--- config.mk ---
export PLATFORM = sky130hd
export DESIGN_NAME = serial_transmitter
export DESIGN_NICKNAME = d
export VERILOG_FILES = /design/src/rtl/serial_transmitter.sv
export SDC_FILE = /design/constraint.sdc
export NUM_CORES = 1
export LEC_CHECK = 0
export ABC_AREA = 1
export CORE_MARGIN = 3
export CORE_UTILIZATION = 40
export DETAILED_ROUTE_END_ITERATION = 8
export SLEW_MARGIN = 20
export SYNTH_ARGS = -nofsm -noshare
export SYNTH_HDL_FRONTEND = slang
export SYNTH_SLANG_ARGS = --single-unit
--- constraint.sdc ---
create_clock -name clock -period 2.2 [get_ports clock]
set_input_delay 0.44 -clock clock [delete_from_list [all_inputs] [get_ports clock]]
set_output_delay 0.44 -clock clock [all_outputs]
set_load 0.02 [all_outputs]
--- src/rtl/serial_transmitter.sv ---
// Parallel-to-serial frame transmitter: start bit, WIDTH data bits, optional parity bit, stop bit.
// Optional feature macro: SERIAL_TX_PARITY_EN inserts an even-parity bit between the data bits and the stop bit.
module serial_transmitter #(
  parameter int WIDTH        = 8,
  parameter int CLKS_PER_BIT = 4
) (
  input  logic             clock,
  input  logic             reset,
  input  logic             send,
  input  logic [WIDTH-1:0] D,
  input  logic             left,
  output logic             ready,
  output logic             busy,
  output logic             serial,
  output logic             bit_strobe,
  output logic             done
);

  localparam int TW = (CLKS_PER_BIT > 1) ? $clog2(CLKS_PER_BIT) : 1;
  localparam int IW = $clog2(WIDTH);

  localparam logic [TW-1:0] T_LAST = TW'(CLKS_PER_BIT - 1);
  localparam logic [TW-1:0] T_MID  = TW'(CLKS_PER_BIT / 2);
  localparam logic [IW-1:0] I_LAST = IW'(WIDTH - 1);

  if (WIDTH < 2) begin : g_bad_width
    $error("serial_transmitter: WIDTH must be >= 2");
  end
  if (CLKS_PER_BIT < 1) begin : g_bad_cpb
    $error("serial_transmitter: CLKS_PER_BIT must be >= 1");
  end

  typedef enum logic [2:0] {
    S_IDLE,
    S_START,
    S_DATA,
    S_PARITY,
    S_STOP
  } state_t;

  state_t           r_state;
  logic [TW-1:0]    r_timer;
  logic [IW-1:0]    r_index;
  logic [WIDTH-1:0] r_shift;
  logic             r_msb_first;
  logic             r_serial;
  logic             r_strobe;
  logic             r_done;

  state_t           w_state_n;
  logic [TW-1:0]    w_timer_n;
  logic [IW-1:0]    w_index_n;
  logic [WIDTH-1:0] w_shift_n;
  logic             w_msb_first_n;
  logic             w_serial_n;
  logic             w_strobe_n;
  logic             w_done_n;
  logic             w_timer_wrap;
  logic             w_accept;

`ifdef SERIAL_TX_PARITY_EN
  logic r_parity;
  logic w_parity_n;
`endif

  assign w_timer_wrap = (r_timer == T_LAST);
  assign w_accept     = (r_state == S_IDLE) && send;

  // Next-state and datapath. The registered outputs below are computed from
  // these next values so serial/bit_strobe/done line up with the state they describe.
  always_comb begin
    // NOTE: every always_comb output gets a default first so no path can infer a latch.
    w_state_n     = r_state;
    w_timer_n     = r_timer;
    w_index_n     = r_index;
    w_shift_n     = r_shift;
    w_msb_first_n = r_msb_first;

    if (r_state != S_IDLE) begin
      w_timer_n = w_timer_wrap ? '0 : r_timer + TW'(1);
    end

    case (r_state)
      S_IDLE: begin
        w_timer_n = '0;
        w_index_n = '0;
        if (send) begin
          w_state_n     = S_START;
          w_shift_n     = D;
          w_msb_first_n = left;
        end
      end
      S_START: begin
        if (w_timer_wrap) begin
          w_state_n = S_DATA;
          w_index_n = '0;
        end
      end
      S_DATA: begin
        if (w_timer_wrap) begin
          w_shift_n = r_msb_first ? {r_shift[WIDTH-2:0], 1'b0}
                                  : {1'b0, r_shift[WIDTH-1:1]};
          if (r_index == I_LAST) begin
            w_index_n = '0;
`ifdef SERIAL_TX_PARITY_EN
            w_state_n = S_PARITY;
`else
            w_state_n = S_STOP;
`endif
          end else begin
            w_index_n = r_index + IW'(1);
          end
        end
      end
`ifdef SERIAL_TX_PARITY_EN
      S_PARITY: begin
        if (w_timer_wrap) begin
          w_state_n = S_STOP;
        end
      end
`endif
      S_STOP: begin
        if (w_timer_wrap) begin
          w_state_n = S_IDLE;
        end
      end
      default: begin
        w_state_n = S_IDLE;
        w_timer_n = '0;
        w_index_n = '0;
      end
    endcase
  end

`ifdef SERIAL_TX_PARITY_EN
  assign w_parity_n = w_accept ? ^D : r_parity;
`endif

  always_comb begin
    w_serial_n = 1'b1;
    case (w_state_n)
      S_START:  w_serial_n = 1'b0;
      S_DATA:   w_serial_n = w_msb_first_n ? w_shift_n[WIDTH-1] : w_shift_n[0];
`ifdef SERIAL_TX_PARITY_EN
      S_PARITY: w_serial_n = w_parity_n;
`endif
      default:  w_serial_n = 1'b1;
    endcase
  end

  assign w_strobe_n = (w_state_n == S_DATA) && (w_timer_n == T_MID);
  assign w_done_n   = (w_state_n == S_STOP) && (w_timer_n == T_LAST);

  // NOTE: sequential state uses non-blocking assignments so every register samples pre-edge values.
  always_ff @(posedge clock or posedge reset) begin
    if (reset) begin
      r_state     <= S_IDLE;
      r_timer     <= '0;
      r_index     <= '0;
      r_shift     <= '0;
      r_msb_first <= 1'b0;
      r_serial    <= 1'b1;
      r_strobe    <= 1'b0;
      r_done      <= 1'b0;
    end else begin
      r_state     <= w_state_n;
      r_timer     <= w_timer_n;
      r_index     <= w_index_n;
      r_shift     <= w_shift_n;
      r_msb_first <= w_msb_first_n;
      r_serial    <= w_serial_n;
      r_strobe    <= w_strobe_n;
      r_done      <= w_done_n;
    end
  end

`ifdef SERIAL_TX_PARITY_EN
  always_ff @(posedge clock or posedge reset) begin
    if (reset) begin
      r_parity <= 1'b0;
    end else begin
      r_parity <= w_parity_n;
    end
  end
`endif

  assign ready      = (r_state == S_IDLE);
  assign busy       = ~ready;
  assign serial     = r_serial;
  assign bit_strobe = r_strobe;
  assign done       = r_done;

endmodule
==> results_dict.tcl, run 1 <==
set metrics [dict create \
    status "finished, final reports clean" \
    relSlewSlack_pct 75.16 \
    antenna_left 0 \
    synth.ff_latch_count 20 \
    grt_max_degree 13 \
    synthToLayoutAreaGrowth_pct 21.31 \
    ys_dominant_reg_cell "dfrtp_1" \
    core_area_mm2 0.002545 \
    grt-ovfl-total 0 \
    portBuffers 16 \
    netlist_area_mm2 0.001104 \
    dpl-instance-area_mm2 0.001304 \
    cts_buffers 3 \
    post-synth-top-count-cell "nand2_1" \
    synth_top_area_share_pct 43.08 \
    rsz0062_at_grt "false" \
    cts.sinks 20 \
    clk_pin_slew_ns 0.11 \
    netlist_top_cells_area "dfrtp_1 43%, nand2_1 19%, inv_1 3.7%" \
    drc_errors 0 \
    final_max_slew_viol_count 0 \
    cts_max_level 1 \
    num_io_pins 17 \
    dr.pass1.iters 4 \
    grt_pass1_vias 982 \
    tightest_slew_ns 0.3722 \
    wirelength_um 2448 \
    clockRootBuffer "clkbuf_4" \
    powerDensity_mw_per_mm2 1119 \
    fin_skew_ns 0.01223 \
    cp_max_fo 9 \
    ys_top_cells_by_count "57 x nand2_1, 19 x dfrtp_1, 11 x inv_1, 8 x nand3_1" \
    synth.distinct_cells 24 \
    postCtsHoldBufs 0 \
    antenna_found_initial 0 \
    async_reset_ff_share_pct 100.0 \
    dp.cells 188 \
    initial_core_util_pct 43.36 \
    synth_top_area_cell "dfrtp_1" \
    cts.path.max_buffers 2 \
    postSynthAreaPerCell_um2 7.772 \
    synth_edf_count 0 \
    yosysWarnings 0 \
    vias 972 \
    n_antenna_cell 0 \
    rows 18 \
    worst_setup_path_start_kind "register" \
    netlist_instances 142 \
    drt-wirelength-per-cell_um 12.75 \
    die_area_mm2 0.003425 \
    nets 178 \
    synth_nets 157 \
    die_x_um 58.53 \
    hold_viol 0 \
    period_share_pct 94.42 \
    finalCriticalPeriod_ns 2.077 \
    grt_usage_pct 15.87 \
    fin_tns_setup_ns 0 \
    p_total_mw 1.498 \
    end_kind "primary output" \
    die_height_um 58.53 \
    p_leak_nw 0.6856 \
    final_cells 192 \
    max_freq_mhz 481.4 \
    post-cts-setup-buffers 0 \
    cp.required_ns 1.76 \
    setup_viol_count_final 0 \
    place_congestion 0.7475 \
    drtIter0Drc 37 \
    grt_pass1_wl_um 4195 \
    worstPathArrival_ns 1.64 \
    peakVddDrop_v 0.0006441 \
    finalInstanceArea_mm2 0.001339 \
    cts-resized-gates 1 \
    hold_class "in2async" \
    dp.final_hpwl_um 1878 \
    yosysSeqAreaShare_pct 45.46 \
    cts_tree "built" \
    layout-drive-gt1-share_pct 15.43 \
    setup.worst_path.class "reg2out" \
    clkLatencyLatePin_ns 0.32 \
    max-cap-violations 0 \
    viasPerCell 5.063 \
]
## report_power, final
group	switching [mW]	internal [mW]
Clock	0.120	0.101
Sequential	0.111	0.490
Combinational	0.428	0.248
## per-stage QoR
stage          utilization [%]  hold slack (ns)  worst slack, ns
2_1_floorplan                -           0.4031           0.9438
3_3_place_gp             51.23           0.4685           0.3914
3_5_place_dp             51.23           0.4685           0.3542
4_1_cts                  52.61           0.3797           0.1043
5_1_grt                  52.61           0.3930          0.05073
6_report                 52.61           0.3749           0.1227
## cell usage in the layout, fill, tap and decap left out
master and instances:
ha_1 3, nand2_2 1, o22ai_2 1, a21oi_1 6, clkdlybuf4s50_1 15, dfstp_2 1, nand3_2 3, o31ai_1 1
nand3_1 8, nor2_2 2, o22ai_1 1, nand2_1 57, dlygate4sd2_1 1, nor3_2 1, nor2_4 1, inv_1 11
clkbuf_4 3, nor2_1 3, clkbuf_8 1, inv_2 7, a22oi_1 3, buf_4 1, nand2_4 1, o21ai_0 7
o2111ai_2 1, inv_4 1, dfrtp_1 19, o21ai_1 2
## cells by family (layout without fill, tap and decap cells)
family | count (synthesis) | after routing | synth area share [%]
buf+inv | 20 | 40 | 7.143
fa+ha+maj | 3 | 3 | 3.402
flops | 20 | 20 | 45.47
simple gates | 77 | 77 | 31.41
compound gates | 22 | 22 | 12.58
## registers in the layout (all words and copies together) (netlist names)
name         cells
bit_strobe       1
done             1
r_index          3
r_msb_first      1
r_shift          8
r_state          3
r_timer          2
serial           1
## per-layer routing
metal	vias to the layer above	global-route usage, %	routed length [um]
li1	496	-	-
met1	450	21.07	1168
met2	22	24.88	1118
met3	4	4.605	137
met4	0	4.967	24
met5	-	0	0
## worst max-delay path, cell delays in order, from the launching register on
cell and delay, ns:
dfrtp_1 0.46, nor2_2 0.19, nand2_4 0.12, clkdlybuf4s50_1 0.56
## worst paths after layout
kind	endpoint	depth (start not counted)	startpoint	slack, ns
setup / recovery	busy	3	r_state[1]	0.12
min in group clock	r_shift[5]	2	r_shift[5]	0.49
max in group asynchronous	r_index[1]	3	reset	1.35
hold reg to reg	r_shift[5]	2	r_shift[5]	0.49
setup reg to reg	serial	10	r_timer[0]	0.77
hold / removal	bit_strobe	2	reset	0.37
## area by class of cell
type	count	area, um^2
Multi-Input combinational cell	102	523.0
Timing Repair Buffer	17	166.4
Tap cell	30	37.54
Fill cell	249	1206
Inverter	19	73.82
Clock buffer	4	36.28
Sequential cell	20	501.7
Note: power is estimated with default switching activity, not from simulation.
==> run 2: changes to the inputs <==
==> constraint.sdc (replaced) <==
create_clock -name clock -period 2.3 [get_ports clock]
set_input_delay 0.46 -clock clock [delete_from_list [all_inputs] [get_ports clock]]
set_output_delay 0.46 -clock clock [all_outputs]
set_load 0.05 [all_outputs]
==> run 2 against run 1 <==
Against the previous run: core utilization is 0.25 points lower; power up 0.15%; cell count decreased by 0.52%; die area stayed put; first-iteration DRC count shrank 5.4%; critical endpoint is now serial; highest routed layer unchanged.
==> results_dict.tcl, run 2 (synthesis gave the netlist of run 1 again) <==
set metrics [dict create \
    reg2reg_setup_slack_ns 0.82 \
    combPwrFrac_pct 48.0 \
    peakVddDrop_v 0.0007627 \
    initial_core_util_pct 43.36 \
    hold_path_startpoint "r_shift[5]" \
    n_antenna_cell 0 \
    finalInstanceArea_mm2 0.001333 \
    die_x_um 58.53 \
    cpMaxStageDelayCell "clkdlybuf4s50_1" \
    cp_max_fo 1 \
    cts_max_level 1 \
    drc_errors 0 \
    cts.path.max_buffers 2 \
    final_max_slew_viol_count 0 \
    grt_pass1_vias 936 \
    setup.worst_path.class "reg2out" \
    relSlewSlack_pct 47.90 \
    viasPerCell 5.168 \
    fin_tns_setup_ns 0 \
    cts.sinks 20 \
    clkLatencyLatePin_ns 0.30 \
    grt_pass1_wl_um 4181 \
    layout_common_cells "57 x nand2_1, 19 x dfrtp_1, 14 x clkdlybuf4s50_1" \
    rsz0062_at_grt "false" \
    crit_buf_inv 1 \
    reg.largest.list "r_shift (8), r_index (3), r_state (3)" \
    p_total_mw 1.500 \
    post-cts-setup-buffers 0 \
    switching_share_pct 46.47 \
    die_height_um 58.53 \
    powerDensity_mw_per_mm2 1126 \
    drtIter0Drc 35 \
    clockRootBuffer "clkbuf_4" \
    dpl-instance-area_mm2 0.001294 \
    grt_max_degree 21 \
    cts_tree "built" \
    wirelength_um 2478 \
    hold_viol 0 \
    layout_commonest_cell "nand2_1" \
    max_freq_mhz 479.6 \
    layout-drive-gt1-share_pct 15.53 \
    crit_chain "clkdlybuf4s50_1" \
    slowest_delay_ns 0.79 \
    largest_reg_flops 8 \
    worstSetupStartpoint "serial" \
    internal_power_mw 0.8031 \
    place_congestion 0.7438 \
    finalCriticalPeriod_ns 2.085 \
    worstPathArrival_ns 1.62 \
    cts_buffers 3 \
    antenna_left 0 \
    r2r-start "r_timer[0]" \
    tightest_slew_ns 0.7806 \
    p_sw_mw 0.6973 \
    dp.final_hpwl_um 1845 \
    grt-ovfl-total 0 \
    postCtsHoldBufs 0 \
    grt_usage_pct 15.82 \
    clk_pin_slew_ns 0.12 \
    r2r_cells 10 \
    status "finished, final reports clean" \
    hold_class "reg2reg" \
    antenna_found_initial 0 \
    period_share_pct 90.65 \
    core_area_mm2 0.002545 \
    drt-wirelength-per-cell_um 12.97 \
    synthToLayoutAreaGrowth_pct 20.75 \
    fin_skew_ns 0.001316 \
    cp.required_ns 1.84 \
    num_io_pins 17 \
    cts-resized-gates 0 \
    dr.pass1.iters 4 \
    hold_end "r_shift[5]" \
    top_register "r_shift" \
    vias 987 \
    hold_depth 2 \
    seqPwrFrac_pct 38.1 \
    clkPwrFrac_pct 13.9 \
    worst_setup_path_start_kind "register" \
    r2r_end "serial" \
    rows 18 \
    setup_viol_count_final 0 \
    critPathTopFamily "buffers and inverters" \
    cp.depth 1 \
    p_leak_nw 0.6858 \
    max-cap-violations 0 \
    fin_util_pct 52.36 \
    nFillCells 247 \
    end_kind "primary output" \
    nets 177 \
    die_area_mm2 0.003425 \
    portBuffers 16 \
]
-- run 2: cell types whose count changed in the layout (fill, tap and decap cells not counted), sizes merged --
cell           change
dlygate4sd2        -1
clkdlybuf4s50      -1
dlymetal6s2s       +1
-- run 2: tightest hold or removal path, delay by kind of cell (launching register included) --
| family | cells | cell delay, ns |
|---|---|---|
| AND/OR/NAND/NOR | 2 | 0.11 |
| flip-flops | 1 | 0.37 |
-- run 2: worst max path at each step --
stage / slack [ns] / end
6_report: 0.22 / serial
5_1_grt: 0.16 / serial
4_1_cts: 0.02 / busy
3_5_place_dp: 0.37 / busy
3_3_place_gp: 0.41 / busy
2_1_floorplan: 0.90 / ready
-- run 2: cell type report --
class	count	area, um^2	area share (%)
Multi-Input combinational cell	102	523.0	39.25
Inverter	19	73.82	5.540
Sequential cell	20	501.7	37.65
Timing Repair Buffer	16	160.2	12.02
Tap cell	30	37.54	2.817
Clock buffer	4	36.28	2.723
-- run 2: stage by stage --
stage | setup WS [ns] | instances | hold WS [ns]
2_1_floorplan | 0.8972 | 142 | 0.4231
3_3_place_gp | 0.4079 | 187 | 0.4677
3_5_place_dp | 0.3732 | 187 | 0.4748
4_1_cts | 0.02200 | 191 | 0.5045
5_1_grt | 0.1607 | 191 | 0.5255
6_report | 0.2150 | 191 | 0.5050
-- run 2: layer usage --
layer / GRT usage (%) / vias to the layer above / part of all wire (%)
met4: 4.967 / 0 / 0.77
met5: 0 / - / 0
li1: - / 494 / -
met3: 2.412 / 4 / 5.2
met2: 26.79 / 29 / 46
met1: 20.66 / 460 / 48
-- run 2: power by group through the flow --
stage               clock network [mW]  logic [mW]  registers, mW
finish                           0.209       0.720          0.571
global route                     0.232       0.807          0.588
CTS                              0.216       0.725          0.569
detailed placement                   0       0.724          0.576
global placement                     0       0.715          0.573
floorplan                            0       0.535          0.571
